<file path="src/rtl/button_counter.sv">
// button_counter: two debounced push buttons drive an up/down event counter; LEDs show its LSBs.
// Latency: raw press to count/pulse update is 2 + DEBOUNCE clk edges (synchroniser + debounce).
// Backpressure: none; at most one event per button per 2*DEBOUNCE cycles, faster activity is filtered.
//
// Ports:
//   clk        - sole clock, all state on rising edge
//   rst_n      - synchronous active-low reset
//   buttons    - raw asynchronous buttons, [0] = up, [1] = down, active-high
//   count      - registered counter value
//   led        - count[LED_WIDTH-1:0]
//   up_pulse   - one-cycle registered pulse per accepted up press
//   down_pulse - one-cycle registered pulse per accepted down press
module button_counter #(
  parameter int WIDTH     = 6,
  parameter int LED_WIDTH = 4,
  parameter int DEBOUNCE  = 250000,
  parameter int SATURATE  = 0
) (
  input  logic                 clk,
  input  logic                 rst_n,
  input  logic [1:0]           buttons,
  output logic [WIDTH-1:0]     count,
  output logic [LED_WIDTH-1:0] led,
  output logic                 up_pulse,
  output logic                 down_pulse
);

  // $clog2(1) is 0, so a single-cycle debounce still gets a 1-bit counter.
  localparam int              DW   = (DEBOUNCE > 1) ? $clog2(DEBOUNCE) : 1;
  localparam logic [DW-1:0]   DMAX = DW'(DEBOUNCE - 1);
  localparam logic [WIDTH-1:0] CMAX = '1;

  logic [1:0]          meta_q;
  logic [1:0]          sync_q;
  logic [1:0]          stable_q, stable_d;
  logic [1:0][DW-1:0]  dcnt_q, dcnt_d;
  logic [1:0]          press;
  logic [WIDTH-1:0]    count_q, count_d;
  logic                up_q, down_q;

  // Debounce: a new synchronised level must persist for DEBOUNCE consecutive
  // cycles; any return to the accepted level restarts the interval.
  always_comb begin
    stable_d = stable_q;
    dcnt_d   = dcnt_q;
    for (int b = 0; b < 2; b++) begin
      if (sync_q[b] == stable_q[b]) begin
        dcnt_d[b] = '0;
      end else if (dcnt_q[b] == DMAX) begin
        stable_d[b] = sync_q[b];
        dcnt_d[b]   = '0;
      end else begin
        dcnt_d[b] = dcnt_q[b] + 1'b1;
      end
    end
  end

  // Events are taken from the next accepted level so the count moves on the
  // same edge that accepts the press.
  assign press = stable_d & ~stable_q;

  always_comb begin
    count_d = count_q;
    unique case (press)
      2'b01: begin
        if (!(SATURATE != 0 && count_q == CMAX)) begin
          count_d = count_q + 1'b1;
        end
      end
      2'b10: begin
        if (!(SATURATE != 0 && count_q == '0)) begin
          count_d = count_q - 1'b1;
        end
      end
      default: count_d = count_q; // idle, or both presses cancel
    endcase
  end

  always_ff @(posedge clk) begin
    if (!rst_n) begin
      meta_q   <= '0;
      sync_q   <= '0;
      stable_q <= '0;
      dcnt_q   <= '0;
      count_q  <= '0;
      up_q     <= 1'b0;
      down_q   <= 1'b0;
    end else begin
      meta_q   <= buttons;
      sync_q   <= meta_q;
      stable_q <= stable_d;
      dcnt_q   <= dcnt_d;
      count_q  <= count_d;
      up_q     <= press[0];
      down_q   <= press[1];
    end
  end

  assign count      = count_q;
  assign led        = count_q[LED_WIDTH-1:0];
  assign up_pulse   = up_q;
  assign down_pulse = down_q;

endmodule

</file>
<file path="config.mk">
export PLATFORM = sky130hd
export DESIGN_NAME = button_counter
export DESIGN_NICKNAME = d
export VERILOG_FILES = /design/src/rtl/button_counter.sv
export SDC_FILE = /design/constraint.sdc
export NUM_CORES = 1
export LEC_CHECK = 0
export ABC_AREA = 1
export BUFFER_PORTS_ARGS = -buffer_cell sky130_fd_sc_hd__buf_2
export CAP_MARGIN = 25
export CORE_ASPECT_RATIO = 1.1
export CORE_UTILIZATION = 60
export CTS_BUF_LIST = sky130_fd_sc_hd__clkbuf_8 sky130_fd_sc_hd__clkbuf_16
export CTS_CLUSTER_SIZE = 28
export DETAILED_ROUTE_END_ITERATION = 16
export PLACE_DENSITY = 0.76
export SYNTH_ARGS = -nofsm -noshare
export SYNTH_HDL_FRONTEND = slang
export SYNTH_SLANG_ARGS = --single-unit
</file>
<file path="constraint.sdc">
create_clock -name clk -period 3.3 [get_ports clk]
set_input_delay 0.825 -clock clk [delete_from_list [all_inputs] [get_ports clk]]
set_output_delay 0.825 -clock clk [all_outputs]
set_load 0.01 [all_outputs]
</file>
# Word level (Yosys, flattened, before mapping)
# Cells that the tools add are included.
[word_totals] in_bits=4 word_cells=29 register_bits=50
[op_classes] n_mux=5 addsub=4 eq_ne=6 n_reduce_logical=3 n_bitwise=3
[op_table] operator="18-bit by 1-bit adder with 18-bit output, second input constant" n=2
[op_table] operator="18-bit equality test, second input constant" n=2
[op_table] operator="6-bit case mux with 2 select lines" n=1
[op_table] operator="6-bit by 1-bit adder with 6-bit output, second input constant" n=1
[op_table] operator="3-bit OR reduction" n=2
[op_table] operator="6-bit by 1-bit subtractor with 6-bit output, second input constant" n=1
[op_table] operator="1-bit two-way mux" n=4
[op_table] operator="2-bit AND" n=1
[op_table] operator="1-bit equality test" n=2
[op_table] operator="2-bit by 1-bit equality test with 1-bit output, second input constant" n=1
[op_table] operator="2-bit equality test, second input constant" n=1
[op_table] operator="2-bit NOT" n=1
[op_table] operator="2-bit nonzero test" n=1
[op_table] operator="1-bit NOT" n=1

# Depth between registers and ports, before layout
[depth] ltp_word=6 ltp_mapped=17 depth_no_buf=17

# Worst setup path before layout
# OpenSTA, ideal clock, no wires.
[synth_path] path_kind="register -> register" start="reg dcnt_q[0] (netlist bit)" end="reg count_q[5] (netlist: count[5])" period_less_slack_ns=2.483 stages_incl_launch_ff=16 path_buffers=0 path_slack_ns=0.817 setup_time_ns=0.109 t_arrival_ns=2.374 path_cell_list="dfxtp_1 > ha_1 > nand3_2 > inv_2 > nand3_1 > nor2_1 > nand3b_1 > ha_1 > ha_1 > or2_2 > nand3_1 > nand2_1 > nand2_1 > nand3_1 > nand2_1 > inv_1"
[synth_between] elab_chain_cells=6
[synth_rtl] element="from (decl)" line_no="36" rtl="logic [1:0][DW-1:0] dcnt_q, dcnt_d;"
[synth_rtl] element="from (signal assigned)" line_no="92" rtl="dcnt_q <= dcnt_d;"
[synth_rtl] element="18-bit equality test *" line_no="49" rtl="end else if (dcnt_q[b] == DMAX) begin"
[synth_rtl] element="1-bit two-way mux *" line_no="49"
[synth_rtl] element="1-bit two-way mux *" line_no="47" rtl="if (sync_q[b] == stable_q[b]) begin"
[synth_rtl] element="2-bit AND *" line_no="60" rtl="assign press = stable_d & ~stable_q;"
[synth_rtl] element="2-bit equality test / 2-bit by 1-bit equality test with 1-bit output (equally long branches)" line_no="64" rtl="unique case (press)"
[synth_rtl] element="6-bit case mux with 2 select lines / 2-bit nonzero test (equally long branches)"
[synth_rtl] element="to (signal assigned)" line_no="93" rtl="count_q <= count_d;"
[synth_rtl] element="to (decl)" line_no="38" rtl="logic [WIDTH-1:0] count_q, count_d;"
# Every way passes the cells marked *; elsewhere a longest branch is shown, timed or not.
# A chain may end at the register's enable or synchronous reset.

# Final worst setup path
# Same ends and word-level chain as after synthesis.

==> results.md <==
- Hold Path End: sync_q[1]$_SDFF_PN0_
- DRT antenna net count: 0
- Fraction of power spent switching nets: 0.2148
- WP data required: 3510 ps
- Data arrival time of the critical path: 3000 ps
- Area delta synth->final: 7.037%
- CTS sink count: 50
- Port bufs: 15
- Worst ir drop on vdd: 0.3122 mV
- Worst Reg-to-Reg Cells: 15
- GRT Residual Overflow: 0
- Worst Setup Slack, final: 506.1 ps
- Reg2Reg Launch Point: dcnt_q[0]$_SDFF_PP0_
- CP Depth: 15
- CTS root buf: clkbuf_8
- Post-Route WL: 5242 um
- Starting Density: 0.6261
- Post-DR vias/cell: 5.203
- Ant diodes: 0
- Ys flop type: dfxtp_1
- CP top delay family: simple AND/OR/NAND/NOR gates
- Final Hold Fails: 0
- IO Pins: 16
- Post-synth top area cell: dfxtp_1
- CTS H-Tree Depth: 2
- Reg-to-reg slack, setup: 510 ps
- Vias in the first global route: 2144
- Register area: 1001 sq um
- GP Congestion: 0.9229
- CTS tree: done
- Die Span Y: 72.39 um
- Avg Synthesized Cell Area: 6.790 sq um
- Final setup TNS: 0 ps
- Die width: 65.99 um
- Cells after synthesis: 398
- Psw: 0.2299 mW
- Highest Clock Rate: 357.9 MHz
- FILL cells: 392
- Top-area cell type share of the netlist area: 0.3704
- Max-slew violation count: 0
- Total CTS buffers: 5
- Internal Pwr Total: 0.8404 mW
- CP Launch Type: flip-flop
- # hold bufs at CTS: 0
- Measured slew at the worst slew-check pin: 445.8 ps
- RSZ-0062 raised after global routing: false
- Setup violations, final: 0
- Share of total power in the clock network: 0.418
- DR WL/cell: 11.20 um
- Clock buffer depth: 2
- Comb power frac: 0.014
- Hold WC Path Type: flip-flop to flip-flop
- Initial DRC count: 142
- Clock-pin slew on the worst setup and hold paths: 100 ps
- Tmin final: 2794 ps
- WHS Path Cells: 2
- Layout cell share with drive strength beyond 1: 0.1111
- First-pass GRT wire length: 9011 um
- CP bufs+invs: 2
- Synth Net Count: 410
- Final clock period utilization by the worst path: 0.8466
- Ys async rst share: 0
- Setup crit end kind: flip-flop
- # DRC: 0
- Critical path's slowest cell: dfxtp_1
- Total core area: 4317 sq um
- Seq cells post-synth: 50
- Post-synth cell types: 29
- Setup CP Type: flip-flop to flip-flop
- Ys Warns: 0
- Initial antenna violation count: 0
- Status: finished, final reports clean
- Nets@finish: 425
- Drt pass-1 iters: 4
- Synth top area cells: dfxtp_1 (37%), nand2_1 (14%), nor2_1 (9.0%), inv_1 (7.2%), nand3_1 (5.0%)
- Layout Skew: 9.237 ps
- R2r endpoint: count[5]$_SDFFE_PN0P_
- Post-CTS Setup Inserts: 0
- Fin Hold WS: 417.6 ps
- Post-DP HPWL: 3903 um
- Row cnt: 25
- Post-synthesis cell area: 2703 sq um
- Skew-Pair Late Insertion Delay: 300 ps
- Total global-route track usage: 0.2428
- Pwr Total: 1.070 mW
- Sequential area share after synthesis: 0.3704
- Critical Path Fanout Max: 7
- Hold Crit Start: meta_q[1]$_SDFF_PN0_
- Area of the multi-input gates: 1430 sq um
- Largest net degree at the start of global routing: 19
- Worst path cell trace: ha_1 > nand3_2 > inv_2 > nand3_1 > nor2_1 > nand3b_1 > ha_1 > ha_1 > or2_2 > nand3_1 > nand2_1 > nand2_1 > nand3_1 > nand2_1 > inv_1
- LEAKAGE: 1.118 nW
- Number of synthesized flops with an enable pin: 0
- DIE AREA: 4777 sq um
- PwrDens: 370.0 nW/um^2
- Crit path largest cell delay: 490 ps
- CTS resizes: 0
- Max-cap violation count: 0
- Max-slew headroom: 0.7005
- Vias: 2435
- Reg power frac: 0.568
- DP Worst Slack: 515.7 ps
## worst min-delay path: stages (launching register included)
cell and delay, ps:
dfxtp_1 320, nand2_1 40, inv_1 40
## cells in the mapped netlist, types with 5 or more instances
library cell	count
buf_4	5
a21oi_1	22
dfxtp_1	50
xor2_1	7
ha_1	7
nor2_1	65
nand2_1	104
nand3b_1	6
o21ai_0	6
nand3_1	27
nor2_2	8
nand4_1	10
inv_1	52
## registers in the layout (all words and copies together), names as in the netlist
| name | count |
|---|---|
| dcnt_q | 36 |
| count | 6 |
| meta_q | 2 |
| stable_q | 2 |
| sync_q | 2 |
| down_pulse | 1 |
| up_pulse | 1 |
## placed cells by master, fill, tap and decap left out, types with 2 or more instances in the layout
cell | synthesis | routed
nand2_1 | 104 | 104
nor2_1 | 65 | 65
inv_1 | 52 | 52
dfxtp_1 | 50 | 50
nand3_1 | 27 | 27
a21oi_1 | 22 | 22
buf_2 | 0 | 15
nand4_1 | 10 | 10
nor2_2 | 8 | 8
xor2_1 | 7 | 7
ha_1 | 7 | 7
nand3b_1 | 6 | 6
o21ai_0 | 6 | 6
clkbuf_8 | 0 | 5
nor3_1 | 4 | 4
or2_2 | 3 | 3
xnor2_1 | 3 | 3
a21oi_2 | 3 | 3
nand3_2 | 2 | 2
inv_2 | 2 | 2
and2_1 | 2 | 2
nand2_4 | 2 | 2
## how the worst max path moves through the flow
stage | from | to
2_1_floorplan | dcnt_q[0]$_SDFF_PP0_ | count[5]$_SDFFE_PN0P_
3_3_place_gp | dcnt_q[0]$_SDFF_PP0_ | count[5]$_SDFFE_PN0P_
3_5_place_dp | dcnt_q[0]$_SDFF_PP0_ | count[5]$_SDFFE_PN0P_
4_1_cts | dcnt_q[0]$_SDFF_PP0_ | count[5]$_SDFFE_PN0P_
5_1_grt | dcnt_q[18]$_SDFF_PP0_ | count[5]$_SDFFE_PN0P_
6_report | dcnt_q[0]$_SDFF_PP0_ | count[5]$_SDFFE_PN0P_
## routing by layer
layer  vias to the layer above  global-route usage  part of all wire
li1                       1278                   -                 -
met1                      1097              0.3184              0.48
met2                        52              0.3900              0.46
met3                         8             0.04560             0.037
met4                         0             0.09929             0.014
met5                         -                   0                 0
## cell type report
cell class / instances / share of cell area
Inverter: 54 / 0.07007
Sequential cell: 50 / 0.3460
Multi-Input combinational cell: 287 / 0.4944
Clock inverter: 3 / 0.01644
Timing Repair Buffer: 15 / 0.02595
Clock buffer: 5 / 0.02379
Tap cell: 54 / 0.02336
## stage by stage
stage,area (sq um),util,instances
detailed placement,2776,0.6432,460
global placement,2776,0.6432,460
CTS,2893,0.6701,468
global route,2893,0.6701,468
floorplan,2703,-,398
finish,2893,0.6701,468
## power by group through the flow
stage                     sequential, mW  combinational [mW]  clock [mW]
after global routing               0.609              0.0173       0.480
after floorplan                    0.622              0.0133           0
after detailed placement           0.622              0.0153           0
after CTS                          0.608              0.0153       0.457
after global placement             0.622              0.0150           0
final                              0.608              0.0150       0.447
## cell families after synthesis
| logic type | synth area share |
|---|---|
| xor+xnor | 0.03241 |
| fa+ha+maj | 0.03981 |
| buf+inv | 0.1005 |
| flops | 0.3704 |
| compound gates | 0.06667 |
| simple gates | 0.3903 |
(Power assumes the default switching activity.)
